## config.mk

```make
export PLATFORM = sky130hd
export DESIGN_NAME = arp_tx_sched
export DESIGN_NICKNAME = d
export VERILOG_FILES = /design/src/rtl/arp_tx_sched.sv
export SDC_FILE = /design/constraint.sdc
export NUM_CORES = 1
export LEC_CHECK = 0
export ABC_AREA = 1
export CAP_MARGIN = 20
export CORE_MARGIN = 2
export CORE_UTILIZATION = 45
export DETAILED_ROUTE_END_ITERATION = 8
export GPL_TIMING_DRIVEN = 0
export HOLD_SLACK_MARGIN = 0.05
export PLACE_DENSITY = 0.71
export SYNTH_ARGS = -nofsm -noshare
export SYNTH_HDL_FRONTEND = slang
export SYNTH_SLANG_ARGS = --single-unit
```

## constraint.sdc

```tcl
create_clock -name clk156 -period 3.2 [get_ports clk156]
set_input_delay 0.96 -clock clk156 [delete_from_list [all_inputs] [get_ports clk156]]
set_output_delay 0.96 -clock clk156 [all_outputs]
set_load 0.05 [all_outputs]
```

## src/rtl/arp_tx_sched.sv

```systemverilog
`default_nettype none
// ============================================================================
// Module  : arp_tx_sched
// Purpose : Round-robin ARP reply/query scheduler; emits 60-byte arphdr frames
//           as 8 beats on a 64-bit AXI-Stream. Optional ARP_GRATUITOUS_EN adds
//           a periodic gratuitous-ARP request source.
// Rev     : 1.0
// ============================================================================
module arp_tx_sched #(
  parameter logic [31:0] GARP_INTERVAL = 32'd156_250_000,
  parameter int unsigned CNT_W         = 16
) (
  input  logic             clk156,
  input  logic             rst156_n,
  input  logic [47:0]      local_mac,
  input  logic [31:0]      local_ip,
  input  logic             rep_req_valid,
  output logic             rep_req_ready,
  input  logic [47:0]      rep_req_mac,
  input  logic [31:0]      rep_req_ip,
  input  logic             qry_req_valid,
  output logic             qry_req_ready,
  input  logic [31:0]      qry_req_ip,
  output logic             m_axis_tvalid,
  input  logic             m_axis_tready,
  output logic [63:0]      m_axis_tdata,
  output logic [7:0]       m_axis_tkeep,
  output logic             m_axis_tlast,
  output logic             busy,
  output logic [CNT_W-1:0] reply_cnt,
  output logic [CNT_W-1:0] query_cnt
);

  typedef enum logic {IDLE = 1'b0, SEND = 1'b1} state_t;

  localparam logic [47:0] BCAST_MAC = 48'hFFFF_FFFF_FFFF;
  localparam logic [15:0] ETH_P_ARP = 16'h0806;

  state_t       state;
  logic [2:0]   beat;
  logic         last_rep;   // 1 when the reply side won the most recent rep/qry grant
  logic         cur_rep;
  logic [335:0] hdr;        // 42 header bytes, wire byte 0 in the MSBs
  logic [335:0] hdr_new;
  logic         garp_pending;
  logic         grant_rep, grant_qry, grant_garp, grant_any;
  logic         fire;

  // Gather beat b of the frame: byte j of the beat lands on tdata[8j+7:8j].
  function automatic logic [63:0] beat_data(input logic [335:0] h, input logic [2:0] b);
    logic [511:0] f;
    logic [63:0]  d;
    f = {h, 176'd0};
    d = '0;
    for (int j = 0; j < 8; j++)
      d[8*j +: 8] = f[511 - 8*(8*int'(b) + j) -: 8];
    return d;
  endfunction

  always_comb begin
    grant_rep  = 1'b0;
    grant_qry  = 1'b0;
    grant_garp = 1'b0;
    if (state == IDLE) begin
      if (rep_req_valid && (!qry_req_valid || !last_rep))
        grant_rep = 1'b1;
      else if (qry_req_valid)
        grant_qry = 1'b1;
      else if (garp_pending)
        grant_garp = 1'b1;
    end
  end

  assign grant_any     = grant_rep | grant_qry | grant_garp;
  assign rep_req_ready = grant_rep;
  assign qry_req_ready = grant_qry;
  assign busy          = (state == SEND);
  assign fire          = m_axis_tvalid && m_axis_tready;

  always_comb begin
    hdr_new = {BCAST_MAC, local_mac, ETH_P_ARP, 16'h0001, 16'h0800, 8'd6, 8'd4,
               16'd1, local_mac, local_ip, 48'd0, qry_req_ip};
    if (grant_rep)
      hdr_new = {rep_req_mac, local_mac, ETH_P_ARP, 16'h0001, 16'h0800, 8'd6, 8'd4,
                 16'd2, local_mac, local_ip, rep_req_mac, rep_req_ip};
    else if (grant_garp)
      hdr_new = {BCAST_MAC, local_mac, ETH_P_ARP, 16'h0001, 16'h0800, 8'd6, 8'd4,
                 16'd1, local_mac, local_ip, 48'd0, local_ip};
  end

  always_ff @(posedge clk156 or negedge rst156_n) begin
    if (!rst156_n) begin
      state         <= IDLE;
      beat          <= 3'd0;
      last_rep      <= 1'b0;
      cur_rep       <= 1'b0;
      hdr           <= '0;
      m_axis_tvalid <= 1'b0;
      m_axis_tdata  <= 64'd0;
      m_axis_tkeep  <= 8'd0;
      m_axis_tlast  <= 1'b0;
      reply_cnt     <= '0;
      query_cnt     <= '0;
    end else begin
      case (state)
        IDLE: begin
          if (grant_any) begin
            state         <= SEND;
            beat          <= 3'd0;
            hdr           <= hdr_new;
            cur_rep       <= grant_rep;
            // Gratuitous grants leave the rep/qry fairness pointer untouched.
            if (grant_rep || grant_qry)
              last_rep <= grant_rep;
            m_axis_tvalid <= 1'b1;
            m_axis_tdata  <= beat_data(hdr_new, 3'd0);
            m_axis_tkeep  <= 8'hFF;
            m_axis_tlast  <= 1'b0;
          end
        end
        SEND: begin
          if (fire) begin
            if (m_axis_tlast) begin
              state         <= IDLE;
              beat          <= 3'd0;
              m_axis_tvalid <= 1'b0;
              m_axis_tdata  <= 64'd0;
              m_axis_tkeep  <= 8'd0;
              m_axis_tlast  <= 1'b0;
              if (cur_rep)
                reply_cnt <= reply_cnt + 1'b1;
              else
                query_cnt <= query_cnt + 1'b1;
            end else begin
              beat          <= beat + 3'd1;
              m_axis_tdata  <= beat_data(hdr, beat + 3'd1);
              m_axis_tkeep  <= (beat == 3'd6) ? 8'h0F : 8'hFF;
              m_axis_tlast  <= (beat == 3'd6);
            end
          end
        end
        default: state <= IDLE;
      endcase
    end
  end

`ifdef ARP_GRATUITOUS_EN
  logic [31:0] garp_timer;
  logic        garp_first;
  logic        garp_pend_q;

  always_ff @(posedge clk156 or negedge rst156_n) begin
    if (!rst156_n) begin
      garp_timer  <= GARP_INTERVAL - 32'd1;
      garp_first  <= 1'b1;
      garp_pend_q <= 1'b0;
    end else begin
      garp_first <= 1'b0;
      if (garp_timer == 32'd0)
        garp_timer <= GARP_INTERVAL - 32'd1;
      else
        garp_timer <= garp_timer - 32'd1;
      // A fresh expiry wins over a same-cycle grant so no interval is lost.
      if (garp_first || (garp_timer == 32'd0))
        garp_pend_q <= 1'b1;
      else if (grant_garp)
        garp_pend_q <= 1'b0;
    end
  end

  assign garp_pending = garp_pend_q;
`else
  logic unused_garp;
  assign unused_garp  = ^GARP_INTERVAL;
  assign garp_pending = 1'b0;
`endif

endmodule
`default_nettype wire

```

==> impl_metrics.py <==
metrics = {
    "grt": {
        "grt_pass1_wl_mm": 80.73,
        "track_usage_pct": 29.61,
        "grt_pass1_vias": 14580,
        "grt_overflow": 0,
        "antenna_found_initial": 6,
        "grt_max_degree": 97,
    },
    "cells_and_area": {
        "final_common_cell": "nand2_1",
        "final_cell_mix": "nand2_1, dfrtp_1, clkdlybuf4s50_1",
        "final_area_sq_um": 19930,
        "post-route-util_pct": 60.94,
        "drive_gt1_share_pct": 5.352,
        "syn2layout_area_growth_pct": 32.89,
        "nets": 2471,
    },
    "sta": {
        "final_max_slew_viol_count": 0,
        "worst_pin_slew_ns": 0.8114,
        "timing.hold.ws_ns": 0.3350,
        "rsz0062_at_grt": "false",
        "slew_headroom_pct": 45.91,
        "setup_viol_count_final": 0,
        "hold_viol_final": 0,
        "post-route-period-util_pct": 97.68,
        "fin_skew_ns": 0.02161,
        "period_minus_slack_ns": 3.126,
        "fmax_mhz": 319.9,
    },
    "yosys": {
        "ys_ff_latch": 315,
        "syn_area_sq_um": 14990,
        "synth_cells": 1925,
        "syn-num-nets": 2126,
        "ys_async_sr_fraction_pct": 100.0,
        "synth_ff_type": "dfrtp_1",
        "seq_area_frac_synth_pct": 52.57,
        "syn_avg_cell_area_sq_um": 7.789,
        "yosysWarnings": 0,
        "synth_edf_count": 0,
        "synth_cell_types": 30,
    },
    "drt": {
        "via_per_inst": 5.366,
        "drc": 0,
        "drt_iter0_markers": 1354,
        "first_pass_iters": 6,
        "antenna_left": 0,
        "wl_per_cell_um": 18.92,
        "dr_total_vias": 14720,
        "wl_mm": 51.91,
    },
    "die": {
        "rows": 66,
        "dieArea_sq_um": 34800,
        "chipHeight_um": 186.5,
        "fp.dieW_um": 186.5,
        "ioPinCount": 306,
        "start_util_pct": 45.85,
        "core_area_sq_um": 32700,
    },
    "power": {
        "ir_worst_vdd_uv": 599.4,
        "powerDensity_nw_per_um2": 1045,
        "leakage_nw": 9.224,
    },
    "clock_network": {
        "cts_root_buf": "clkbuf_16",
        "cts_buffers": 36,
        "cts.sinks": 315,
        "cts_tree": "done",
        "clk_pin_slew_ns": 0.06,
        "cts_max_level": 2,
        "clk_latency_ns": 0.53,
        "cts-hold-fix-buffers": 0,
        "cts_buffer_depth": 3,
    },
    "setup_path": {
        "slowest_delay_ns": 0.52,
        "worstSetupStartpointType": "primary input",
        "end_kind": "output pin",
        "critical_path_buf_inv_count": 3,
        "crit_type": "in -> out",
        "critical-path-top-delay-family": "buffers and inverters",
        "crit_chain": "clkdlybuf4s50_1, nand2_1, nand3_4, clkinv_8, buf_4",
        "path_max_fanout": 18,
        "critPathSlowestCell": "clkdlybuf4s50_1",
        "required_ns": 2.24,
        "worstPathArrival_ns": 2.17,
    },
    "placed_design": {
        "hpwlAfterDp_mm": 37.48,
        "gp_congestion": 0.8936,
        "io_buffers": 305,
        "place_area_sq_um": 18690,
    },
    "status": {
        "status": "completed",
    },
    "run": {
        "drv_cap": 0,
    },
    "worst_hold_path": {
        "hold_class": "in -> async",
    },
}
cells in the mapped netlist (9+ instances only):
cell type | number | area (sq um)
nand2_1 | 520 | 1952
dfrtp_1 | 315 | 7883
o21ai_0 | 223 | 1116
inv_1 | 213 | 799.5
nor2_1 | 187 | 701.9
a21oi_1 | 142 | 710.7
clkbuf_1 | 72 | 270.3
nand3_1 | 68 | 340.3
o22ai_1 | 62 | 387.9
buf_2 | 34 | 170.2
a22o_1 | 16 | 140.1
xor2_1 | 13 | 113.9
nand4_1 | 9 | 56.30
cell type report:
| class | count | area (sq um) |
|---|---|---|
| tap | 442 | 553.0 |
| multi-input combinational | 1268 | 5772 |
| fill | 2933 | 12770 |
| buffer | 118 | 511.7 |
| timing repair buffer | 309 | 3143 |
| inverter | 222 | 845.8 |
| clock buffer | 55 | 1074 |
| clock inverter | 11 | 137.6 |
| antenna | 3 | 7.507 |
| sequential | 315 | 7883 |
sequential cells by signal, indices dropped and copies added, names as in the netlist, 2 cells and up:
register	count
query_cnt	16
m_axis_tdata	64
hdr	211
reply_cnt	16
m_axis_tkeep	2
beat	3
metrics by stage:
stage	TNS, ns	instances	total power, mW	worst slack [ns]
after global placement	-4013.41	2672	16.23	-12.70
final	0	2743	20.83	0.07436
after floorplan	0	1925	12.94	0.5398
after CTS	0	2741	20.71	0.01492
after detailed placement	-24.02	2675	16.41	-1.567
after global routing	0	2741	22.07	0.002476
worst paths after layout:
kind	start	endpoint	slack, ns	cells past startpoint
worst min-delay path	rst156_n	hdr[255]$_DFFE_PN0P_	0.34	1
worst max-delay path	qry_req_valid	rep_req_ready	0.07	5
max in group asynchronous	rst156_n	hdr[28]$_DFFE_PN0P_	1.65	3
worst min register to register	hdr[103]$_DFFE_PN0P_	hdr[103]$_DFFE_PN0P_	0.47	2
min in group clk156	hdr[103]$_DFFE_PN0P_	hdr[103]$_DFFE_PN0P_	0.47	2
worst max register to register	beat[0]$_DFFE_PN0P_	m_axis_tdata[8]$_DFFE_PN0P_	0.24	11
kinds of logic (layout without fill, tap and decap cells):
family | after synthesis | after routing | synth area share [%]
xor+xnor | 17 | 17 | 0.9930
simple gates | 798 | 798 | 21.07
other cells | 0 | 3 | 0
mux | 1 | 1 | 0.07509
flops | 315 | 315 | 52.57
fa+ha+maj | 4 | 4 | 0.3338
buf+inv | 342 | 715 | 9.020
compound gates | 448 | 448 | 15.94
where the power goes:
group	switching, mW	internal [mW]
combinational	6.65	3.21
sequential	0.951	5.77
clock	1.68	2.56
total	9.28	11.5
timing repair:
item | 4_1_cts | 5_1_grt
resized for setup | 14 | 5
endpoints found under the hold margin | 0 | 0
endpoints found under the setup margin | 2 | 19
gates cloned | 0 | 0
buffers inserted | 1 | 0
layer usage:
layer	up-vias	wire [um]	share of wire, %	track usage (%)
met5	-	53	0.10	0
met4	8	2145	4.1	12.64
met1	6937	20990	40	38.42
li1	6840	-	-	-
met3	138	5131	9.9	7.674
met2	795	23590	45	47.22
Power figures use the tool's default switching activity.
